### config.mk
export PLATFORM = sky130hd
export DESIGN_NAME = ls_exec_unit
export DESIGN_NICKNAME = d
export VERILOG_FILES = /design/src/rtl/lsu_pkg.sv /design/src/rtl/lsu_load_align.sv /design/src/rtl/ls_exec_unit.sv
export SDC_FILE = /design/constraint.sdc
export NUM_CORES = 1
export LEC_CHECK = 0
export BUFFER_PORTS_ARGS = -buffer_cell sky130_fd_sc_hd__buf_2
export CAP_MARGIN = 40
export CORE_MARGIN = 2
export CORE_UTILIZATION = 35
export CTS_CLUSTER_DIAMETER = 50
export CTS_CLUSTER_SIZE = 14
export DETAILED_ROUTE_END_ITERATION = 8
export SLEW_MARGIN = 25
export SYNTH_ARGS = -nofsm -noshare
export SYNTH_HDL_FRONTEND = slang
export SYNTH_HIERARCHICAL = 1
export SYNTH_SLANG_ARGS = --single-unit
### constraint.sdc
create_clock -name clk -period 3.2 [get_ports clk]
set_clock_uncertainty 0.1 [all_clocks]
set_input_delay 0.64 -clock clk [delete_from_list [all_inputs] [get_ports clk]]
set_output_delay 0.64 -clock clk [all_outputs]
set_load 0.02 [all_outputs]
### src/rtl/lsu_pkg.sv
// Shared types and constants for the load/store execution unit.
package lsu_pkg;

    localparam int XLEN      = 32;
    localparam int CDB_TAG_W = 6;

    localparam logic [2:0] F3_B  = 3'b000;
    localparam logic [2:0] F3_H  = 3'b001;
    localparam logic [2:0] F3_W  = 3'b010;
    localparam logic [2:0] F3_BU = 3'b100;
    localparam logic [2:0] F3_HU = 3'b101;

    typedef enum logic [1:0] {
        IDLE,
        MEM,
        CDB
    } lsu_state_e;

    // The low two funct3 bits give the access size: 00 byte, 01 half, anything else word.
    function automatic logic [3:0] store_be(input logic [1:0] size, input logic [1:0] addr_lo);
        case (size)
            2'b00:   return 4'b0001 << addr_lo;
            2'b01:   return 4'b0011 << {addr_lo[1], 1'b0};
            default: return 4'hF;
        endcase
    endfunction

    function automatic logic [XLEN-1:0] store_wdata(input logic [1:0] size, input logic [XLEN-1:0] data);
        case (size)
            2'b00:   return {4{data[7:0]}};
            2'b01:   return {2{data[15:0]}};
            default: return data;
        endcase
    endfunction

    function automatic logic is_misaligned(input logic [1:0] size, input logic [1:0] addr_lo);
        case (size)
            2'b00:   return 1'b0;
            2'b01:   return addr_lo[0];
            default: return addr_lo != 2'b00;
        endcase
    endfunction

endpackage

### src/rtl/lsu_load_align.sv
// Extracts the addressed byte/half from a read word and sign- or zero-extends it.
module lsu_load_align
    import lsu_pkg::*;
(
    input  logic [XLEN-1:0] rdata,
    input  logic [1:0]      addr_lo,
    input  logic [2:0]      funct3,
    output logic [XLEN-1:0] result
);

    logic [7:0]  byte_sel;
    logic [15:0] half_sel;

    always_comb begin
        case (addr_lo)
            2'd0:    byte_sel = rdata[7:0];
            2'd1:    byte_sel = rdata[15:8];
            2'd2:    byte_sel = rdata[23:16];
            default: byte_sel = rdata[31:24];
        endcase
        half_sel = addr_lo[1] ? rdata[31:16] : rdata[15:0];

        case (funct3)
            F3_B:    result = {{24{byte_sel[7]}}, byte_sel};
            F3_H:    result = {{16{half_sel[15]}}, half_sel};
            F3_BU:   result = {24'd0, byte_sel};
            F3_HU:   result = {16'd0, half_sel};
            default: result = rdata;
        endcase
    end

endmodule

### src/rtl/ls_exec_unit.sv
// Single-outstanding load/store unit: accept an entry, do one memory access, optionally publish on the CDB.
// Define LSU_ALIGN_CHECK_EN to trap misaligned H/W accesses instead of truncating them to the word.
module ls_exec_unit
    import lsu_pkg::*;
(
    input  logic                 clk,
    input  logic                 rst,
    input  logic                 issue_valid,
    input  logic [XLEN-1:0]      ex_address,
    input  logic [XLEN-1:0]      ex_data,
    input  logic [CDB_TAG_W-1:0] rd_tag,
    input  logic                 rd_tag_valid,
    input  logic [2:0]           funct3,
    input  logic                 agu_ls,
    output logic                 ex_done,
    output logic                 mem_req,
    output logic                 mem_we,
    output logic [XLEN-1:0]      mem_addr,
    output logic [XLEN-1:0]      mem_wdata,
    output logic [3:0]           mem_be,
    input  logic [XLEN-1:0]      mem_rdata,
    input  logic                 mem_ack,
    output logic                 cdb_req,
    input  logic                 cdb_grant,
    output logic                 cdb_valid,
    output logic [CDB_TAG_W-1:0] cdb_tag,
    output logic [XLEN-1:0]      cdb_data,
    output logic                 misalign_err
);

    lsu_state_e           state_q, state_d;
    logic [XLEN-1:0]      addr_q, data_q, result_q, load_result;
    logic [CDB_TAG_W-1:0] tag_q;
    logic                 tag_valid_q, ls_q;
    logic [2:0]           funct3_q;
    logic                 accept, misaligned;

    assign accept = (state_q == IDLE) && issue_valid && !rst;

`ifdef LSU_ALIGN_CHECK_EN
    logic misalign_q;

    assign misaligned = is_misaligned(funct3[1:0], ex_address[1:0]);

    always_ff @(posedge clk) begin
        if (rst)
            misalign_q <= 1'b0;
        else if (accept && misaligned)
            misalign_q <= 1'b1;
    end

    assign misalign_err = misalign_q;
`else
    assign misaligned   = 1'b0;
    assign misalign_err = 1'b0;
`endif

    lsu_load_align u_align (
        .rdata   (mem_rdata),
        .addr_lo (addr_q[1:0]),
        .funct3  (funct3_q),
        .result  (load_result)
    );

    always_ff @(posedge clk) begin
        if (rst)
            state_q <= IDLE;
        else
            state_q <= state_d;
    end

    // A trapped access bypasses memory; anything that publishes carries 0 unless a load completes.
    always_comb begin
        state_d = state_q;
        case (state_q)
            IDLE: begin
                if (issue_valid) begin
                    if (misaligned)
                        state_d = (!agu_ls || rd_tag_valid) ? CDB : IDLE;
                    else
                        state_d = MEM;
                end
            end
            MEM: begin
                if (mem_ack)
                    state_d = (!ls_q || tag_valid_q) ? CDB : IDLE;
            end
            CDB: begin
                if (cdb_grant)
                    state_d = IDLE;
            end
            default: state_d = IDLE;
        endcase
    end

    always_ff @(posedge clk) begin
        if (rst) begin
            addr_q      <= '0;
            data_q      <= '0;
            tag_q       <= '0;
            tag_valid_q <= 1'b0;
            funct3_q    <= '0;
            ls_q        <= 1'b0;
            result_q    <= '0;
        end else if (accept) begin
            addr_q      <= ex_address;
            data_q      <= ex_data;
            tag_q       <= rd_tag;
            tag_valid_q <= rd_tag_valid;
            funct3_q    <= funct3;
            ls_q        <= agu_ls;
            result_q    <= '0;
        end else if (state_q == MEM && mem_ack && !ls_q) begin
            result_q    <= load_result;
        end
    end

    always_comb begin
        ex_done   = accept;
        mem_req   = 1'b0;
        mem_we    = 1'b0;
        mem_addr  = '0;
        mem_wdata = '0;
        mem_be    = 4'h0;
        cdb_req   = 1'b0;
        cdb_valid = 1'b0;
        cdb_tag   = '0;
        cdb_data  = '0;
        case (state_q)
            MEM: begin
                mem_req  = 1'b1;
                mem_we   = ls_q;
                mem_addr = {addr_q[XLEN-1:2], 2'b00};
                if (ls_q) begin
                    mem_be    = store_be(funct3_q[1:0], addr_q[1:0]);
                    mem_wdata = store_wdata(funct3_q[1:0], data_q);
                end else begin
                    mem_be    = 4'hF;
                end
            end
            CDB: begin
                cdb_req = 1'b1;
                if (cdb_grant) begin
                    cdb_valid = 1'b1;
                    cdb_tag   = tag_q;
                    cdb_data  = result_q;
                end
            end
            default: ;
        endcase
    end

endmodule

After elaboration in Yosys (flattened, before gate mapping)
Cells that the tools add are included.

Register bits: 109. Input bits: 112. Output and inout bits: 112. Logic and storage cells: 58.

Equality and inequality tests: 11. Shift-type cells: 2. Multiplexer cells: 24. Reductions and logical operators: 13.

Operators with widths (count): $mux W32 (5); $pmux W32 S4 (1); $pmux W32 S2 (1); $pmux W8 S3 (1); $mux W16 (1); $mux W6 (2); $mux W2 (4); $mux W4 (2); $pmux W4 S2 (1); $eq A2 B1 Y1 const B (3); $eq A3 B3 Y1 const B (2); $logic_not A2 Y1 (3); $ne A2 B2 Y1 const B (3); $pmux W2 S3 (1); $mux W1 (5); $eq A2 B2 Y1 const B (2); $logic_and A1 B1 Y1 (4); $shl A1 B2 Y4 const A (1); $shl A2 B2 Y4 const A (1); $eq A3 B1 Y1 const B (1); $logic_not A3 Y1 (1); $reduce_and A3 Y1 (1); $logic_not A1 Y1 (2); $reduce_or A2 Y1 (1); $logic_or A1 B1 Y1 (1).

Longest topological paths before layout
Gate-level depths: netlist (run 1).

Depth after elaboration: 5. Depth in mapped cells: 8. Mapped depth without buffers: 6.

Cells and area by module
Netlist (run 1), hierarchy kept.

Modules (own cells, without submodules): ls_exec_unit (instances 1, cells each 502, area each 4586.9 µm², seq. area each 2182.1 µm²); lsu_load_align (instances 1, cells each 131, area each 723.2 µm², seq. area each 0.0 µm²).

Worst setup path before layout (run 1)
No wires, ideal clock.

Path kind: register to output. Start: reg state_q[1]. End: out cdb_data[28]. Data arrival time: 1380 ps. Slack: 1080 ps. Cell stages (with the launch flop): 4. Cell sequence: dfxtp_1 nor2b_1 clkbuf_1 and3_1.

Word-level cells in the longest chain between the ends: 2.

Ends and longest elaborated chain: start: declaration (line ls_exec_unit.sv:31) `lsu_state_e state_q, state_d;`; start signal: assignment (line ls_exec_unit.sv:69) `state_q <= state_d;`; $eq A2 B2 Y1 (line ls_exec_unit.sv:129) `case (state_q)`; $mux W32 (line ls_exec_unit.sv:129); end: declaration (line ls_exec_unit.sv:27) `output logic [XLEN-1:0] cdb_data,`.

Every way passes these cells.

Worst setup path after layout (run 1)
Start: reg funct3_q[1]. End: out mem_wdata[9].

Word-level cells in the longest chain between the ends: 4. Elaborated cells on any way between the ends: 5. Those cells by class: eq/ne (1); mux (3); reduce/logical (1).

Ends and longest elaborated chain: start: declaration (line ls_exec_unit.sv:35) `logic [2:0] funct3_q;`; start signal: assignment (line ls_exec_unit.sv:110) `funct3_q <= funct3;`; $eq A2 B1 Y1 or $logic_not A2 Y1 (tied branches) (line lsu_pkg.sv:29) `case (size)`; $pmux W32 S2 (*) (line lsu_pkg.sv:29); $mux W32 (*) (line ls_exec_unit.sv:134) `if (ls_q) begin`; $mux W32 (*) (line ls_exec_unit.sv:129); end: declaration (line ls_exec_unit.sv:19) `output logic [XLEN-1:0] mem_wdata,`.

Mark *: on every way between the ends. The rest lies on a longest branch, timed or not.

==> results of run 1 <==
## through the flow
stage,setup WS [ps],instance area (um2),utilization (%)
final,526,6830,45.4
after detailed placement,711,6480,43.1
after CTS,312,6810,45.3
after global routing,312,6830,45.4
after global placement,710,6480,43.1
after floorplan,1080,5320,-
## worst max-delay path: cells and delay by family, from the launching register on
| kind | cells | cell delay, ps |
|---|---|---|
| AOI/OAI and AO/OA | 1 | 190 |
| buffers and inverters | 1 | 200 |
| DFF | 1 | 550 |
| and+or+nand+nor | 2 | 620 |
## flip-flops by register name, summed over array words and instances, names as in the netlist
name / cells
result_q: 32
tag_valid_q: 1
data_q: 32
tag_q: 6
state_q: 2
ls_q: 1
addr_q: 32
funct3_q: 3
## power by group through the flow
| stage | Combinational (mW) | Clock [mW] | Sequential (mW) |
|---|---|---|---|
| CTS | 0.533 | 1.28 | 1.51 |
| finish | 0.540 | 1.25 | 1.51 |
| global route | 0.601 | 1.33 | 1.52 |
| global placement | 0.530 | 0 | 1.54 |
| detailed placement | 0.533 | 0 | 1.54 |
| floorplan | 0.380 | 0 | 1.50 |
## worst max-delay path by stage
stage	from	to	cells past startpoint
finish	funct3_q[1]	mem_wdata[9]	4
global placement	funct3_q[0]	mem_wdata[31]	4
CTS	funct3_q[0]	mem_wdata[31]	4
detailed placement	funct3_q[0]	mem_wdata[31]	4
floorplan	state_q[1]	cdb_data[28]	3
global route	funct3_q[1]	mem_wdata[9]	4
## cells by family (layout without fill, tap and decap cells)
kind of cell,count (synthesis),after routing,share of synthesized area [%]
AO/OA/AOI/OAI,181,181,23.8
multiplexers,26,26,5.11
AND/OR/NAND/NOR,246,246,23.4
flip-flops,109,109,41.1
buffers and inverters,70,259,6.46
other,1,3,0.0706
## per-layer routing
| metal | track usage, % | routed length (um) |
|---|---|---|
| met5 | 0 | 0 |
| met4 | 7.30 | 293 |
| met3 | 6.16 | 1470 |
| met2 | 30.0 | 7180 |
| met1 | 27.8 | 7500 |
## cell usage after synthesis
cell	count	area, um2
nor2b_1	22	138
nor4b_4	1	23.8
a2111oi_0	1	8.76
conb_1	1	3.75
and3_1	46	288
inv_1	7	26.3
o21ai_0	34	170
nand2_1	108	405
o21bai_1	3	22.5
or3_1	2	12.5
a211oi_1	1	7.51
a22oi_1	7	52.6
nor3_1	3	15.0
dfxtp_1	109	2180
nor3b_1	1	7.51
and2_1	31	194
a31oi_1	1	6.26
a21o_1	2	15.0
a32oi_1	1	8.76
buf_2	19	95.1
o21ai_1	4	20.0
and4bb_1	1	12.5
a21oi_1	45	225
a22o_1	74	648
a221o_1	8	80.1
nand4bb_1	1	11.3
nor2_1	20	75.1
buf_6	2	22.5
nand2b_1	7	43.8
mux2_2	9	101
buf_4	11	82.6
buf_1	3	11.3
nand3_1	2	10.0
mux2i_1	17	170
clkbuf_1	28	105
nand2b_2	1	8.76
## area by class of cell
type	count	area, um2	area share [%]
multi-input cells	456	2810	41.1
inverters	7	26.3	0.385
well taps	188	235	3.45
repair buffers	236	1240	18.2
flip-flops and latches	109	2180	32.0
clock buffers	10	239	3.50
clock inverters	6	93.8	1.37
==> impl_metrics.toml, run 1 <==
[power]
p_seq_share_pct = 45.6
power.internal_mw = 2.38
switching_share_pct = 27.7
pwr-share-clk_pct = 38.0
power_density_nw_per_um2 = 484
power_switching_mw = 0.916
leakage_nw = 3.32
ir_worst_vdd_uv = 212
fin_total_pwr_mw = 3.30
share_comb_of_total_power_pct = 16.4

[finish]
final_common_cell = "buf_2"
syn2layout_area_growth_pct = 28.5
fillers = 1583
final_cell_mix = "buf_2, nand2_1, dfxtp_1"
antenna_cells = 0
final_nets = 931
fin_cells = 1012
drive_gt1_share_pct = 32.3

[critical_path]
worst-setup-path-type = "register to output port"
end_kind = "output port"
cp_max_fo = 30
reg2reg_depth = 7
r2r_slack_ps = 980
arrival_ps = 1930
crit_chain = "nor2_1, nand2_1, a21oi_1, buf_2"
max_stage_delay_ps = 550
timing.rr.end = "result_q[29]"
regToRegStartpoint = "funct3_q[0]"
cp.required_ps = 2460
crit_slowest_cell = "dfxtp_2"
startpoint_type = "register"

[floorplan]
core_um2 = 15000
io_pins = 224
design.die.area_um2 = 16200
fp.dieW_um = 127
core.rowCount = 45
start_util_pct = 35.3
die_h_um = 127

[route]
drtAntennaViolNets = 0
drtPass1Iterations = 4
vias_per_cell = 5.10
postRouteWirelength_um = 16400
drc = 0
drt_iter0_markers = 254
wl_per_cell_um = 16.2
dr_total_vias = 5160

[clock_tree]
cts_buffers = 9
clockBufferDepth = 2
cts_tree = "done"
clk_latency_ps = 360
cts_root_buffer = "clkbuf_16"
htree_levels = 3
clock_sinks = 109
cts_setup_buffers = 0
path_clk_slew_ps = 70
holdBufCountCts = 0
ctsResizeCount = 0

[placement]
dp_hpwl_um = 11200
place.gp.congestion = 0.902
dp_cells = 995
port_buffers = 220

[timing]
finalCritPeriodShare_pct = 83.6
setup_violations = 0
timing.hold.ws_ps = 353
period_minus_slack_ps = 2670
worst_pin_slew_ps = 842
clock.fmax_ghz = 0.374
tns_ps = 0
drv_slew = 0
hold_violations = 0
grt_setup_unrepaired = "false"
max-slew-margin-rel_pct = 43.9

[global_route]
overflow = 0
grt_pass1_vias = 4838
grt_pass1_wl_um = 26000
track_usage_pct = 20.2
antenna_found_initial = 0
grt_max_degree = 76

[synthesis]
netlist_area_um2 = 5310
syn_avg_cell_area_um2 = 8.39
synthCells = 633
ys_ff_latch = 109
ys_warn_count = 6
synth_cell_type_count = 36
yosysSeqAreaShare_pct = 41.1

[run_status]
status = "finished clean"

[flow_run]
max-cap-violations = 0

[worst_hold_path]
hp-class = "register to register"
min_from = "result_q[27]"
min_delay_path_depth = 2
holdPathEnd = "result_q[27]"
Power figures use the tool's default switching activity.
==> run 2: changes to the inputs <==
Settings changed: ABC_AREA set to 1.
Clock period 3.2 ns to 2.5 ns, I/O delays scaled along.
==> impl_metrics.toml, run 2 <==
[run_status]
status = "finished clean"

[critical_path]
end_kind = "output port"
crit_slowest_cell = "buf_4"
crit_chain = "buf_4, nor2_1, a21oi_1, buf_2"
critPathTopFamily = "buffers and inverters"
startpoint = "funct3_q[1]"
reg2reg_depth = 8
startpoint_type = "register"
r2r_slack_ps = 650
worst-setup-path-type = "register to output port"
cp_max_fo = 43
arrival_ps = 1740
cp.required_ps = 1900
crit_cells = 4
timing.rr.end = "result_q[14]"
regToRegStartpoint = "funct3_q[1]"
max_stage_delay_ps = 410
endpoint = "mem_be[1]"
cp_num_buf_inv = 2

[worst_hold_path]
hp-class = "primary input to register"

[floorplan]
core.rowCount = 46
die_h_um = 132
design.die.area_um2 = 17400
core_um2 = 15900
start_util_pct = 35.9
fp.dieW_um = 132
io_pins = 224

[finish]
final_nets = 1206
antenna_cells = 0
final_area_um2 = 7210
post-route-util_pct = 45.2
syn2layout_area_growth_pct = 26.0
drive_gt1_share_pct = 26.3
top_regs = "addr_q x32, data_q x32, result_q x32"
final_cell_mix = "nand2_1, buf_2, nor2_1"
final_common_cell = "nand2_1"

[timing]
finalCritPeriodShare_pct = 93.8
fin_ws_ps = 155
clock.fmax_ghz = 0.426
grt_setup_unrepaired = "false"
setup_violations = 0
period_minus_slack_ps = 2340
drv_slew = 0
tns_ps = 0
hold_violations = 0

[synthesis]
synthFlopType = "dfxtp_1"
netlist_area_um2 = 5720
yosysSeqAreaShare_pct = 38.1
yosys-top-cells-count = "nand2_1, nor2_1, inv_1"
syn_avg_cell_area_um2 = 6.34
yosysMostFrequentCell = "nand2_1"
synth-edff-count = 0
ys_ff_latch = 109
ys_warn_count = 6
synth_area_leader_cell = "dfxtp_1"
postSynth.asyncResetShare_pct = 0
synthCells = 903
netlist.area_leader.share_pct = 38.1
synth_cell_type_count = 27
synth_area_leaders = "dfxtp_1, nand2_1, nor2_1"

[power]
ir_worst_vdd_uv = 317
leakage_nw = 3.50
power_density_nw_per_um2 = 573

[route]
drtPass1Iterations = 5
dr_total_vias = 6072
postRouteWirelength_um = 17700
drt_iter0_markers = 398
wl_per_cell_um = 13.5
drc = 0
vias_per_cell = 4.62
drtAntennaViolNets = 0

[global_route]
grt_pass1_wl_um = 28400
grt_max_degree = 53
grt_pass1_vias = 5581
overflow = 0
antenna_found_initial = 0
track_usage_pct = 20.3

[placement]
place.gp.congestion = 0.883
dp_hpwl_um = 13000
pre_cts_slack_ps = 532
dpl_cell_area_um2 = 6920
port_buffers = 220

[clock_tree]
cts_root_buffer = "clkbuf_16"
htree_levels = 3
ctsResizeCount = 0
cts_tree = "done"
clk_latency_ps = 360
path_clk_slew_ps = 80
clock_sinks = 109
clockBufferDepth = 2
cts_setup_buffers = 0
cts_buffers = 9
holdBufCountCts = 0

[flow_run]
max-cap-violations = 0
run 2: changes by cell type after synthesis, sizes merged, moves of 32 or more:
cell / previous run / this run
a22o: 74 / 0
and3: 46 / 0
inv: 7 / 145
nand2: 108 / 225
nand4: 0 / 32
nor2: 20 / 167
o21ai: 38 / 72
run 2: worst min-delay path by stage:
stage,from,endpoint,slack [ps],cells past startpoint
floorplan,data_q[16],data_q[16],320,2
global placement,data_q[23],data_q[23],330,2
detailed placement,data_q[24],data_q[24],340,2
CTS,ex_data[20],data_q[20],210,3
global route,ex_address[24],addr_q[24],230,3
finish,ex_data[20],data_q[20],230,3
run 2: through the flow:
stage          instances  total power, mW  hold slack, ps
6_report            1315             4.13             228
2_1_floorplan        905             2.52             319
4_1_cts             1315             4.18             214
3_5_place_dp        1299             2.77             336
3_3_place_gp        1299             2.76             332
5_1_grt             1315             4.36             231
run 2: report_power, final:
part	internal (mW)	leakage, nW	switching (mW)
Sequential	1.84	0.892	0.0538
Clock	0.691	0.131	0.719
Combinational	0.292	2.48	0.535
Total	2.82	3.50	1.31
run 2: layout make-up:
class | instances | area [um2]
Timing Repair Buffer | 236 | 1260
Clock inverter | 7 | 61.3
Tap cell | 216 | 270
Fill cell | 1768 | 8730
Inverter | 145 | 544
Clock buffer | 9 | 225
Sequential cell | 109 | 2180
Multi-Input combinational cell | 593 | 2670
run 2: worst register-to-register path: stages (launching register included):
cell and delay (ps):
dfxtp_1 320, buf_4 270, nor3_4 250, nand3_4 320
a21oi_1 240, inv_1 50, nand4_1 80, nand2_1 70
nor2_1 80
run 2: cells by family (layout without fill, tap and decap cells):
family | after synthesis | count (layout) | share of synthesized area [%]
buf+inv | 203 | 397 | 15.5
flops | 109 | 109 | 38.1
simple gates | 452 | 452 | 33.8
other cells | 1 | 3 | 0.0655
compound gates | 138 | 138 | 12.5
run 2: metal layers:
| metal | up-vias | wire length [um] | global-route usage, % |
|---|---|---|---|
| met5 | - | 0 | 0 |
| met4 | 0 | 382 | 7.73 |
| met3 | 20 | 1350 | 4.69 |
| met2 | 223 | 7810 | 32.1 |
| met1 | 2687 | 8150 | 26.8 |
| li1 | 3142 | - | - |
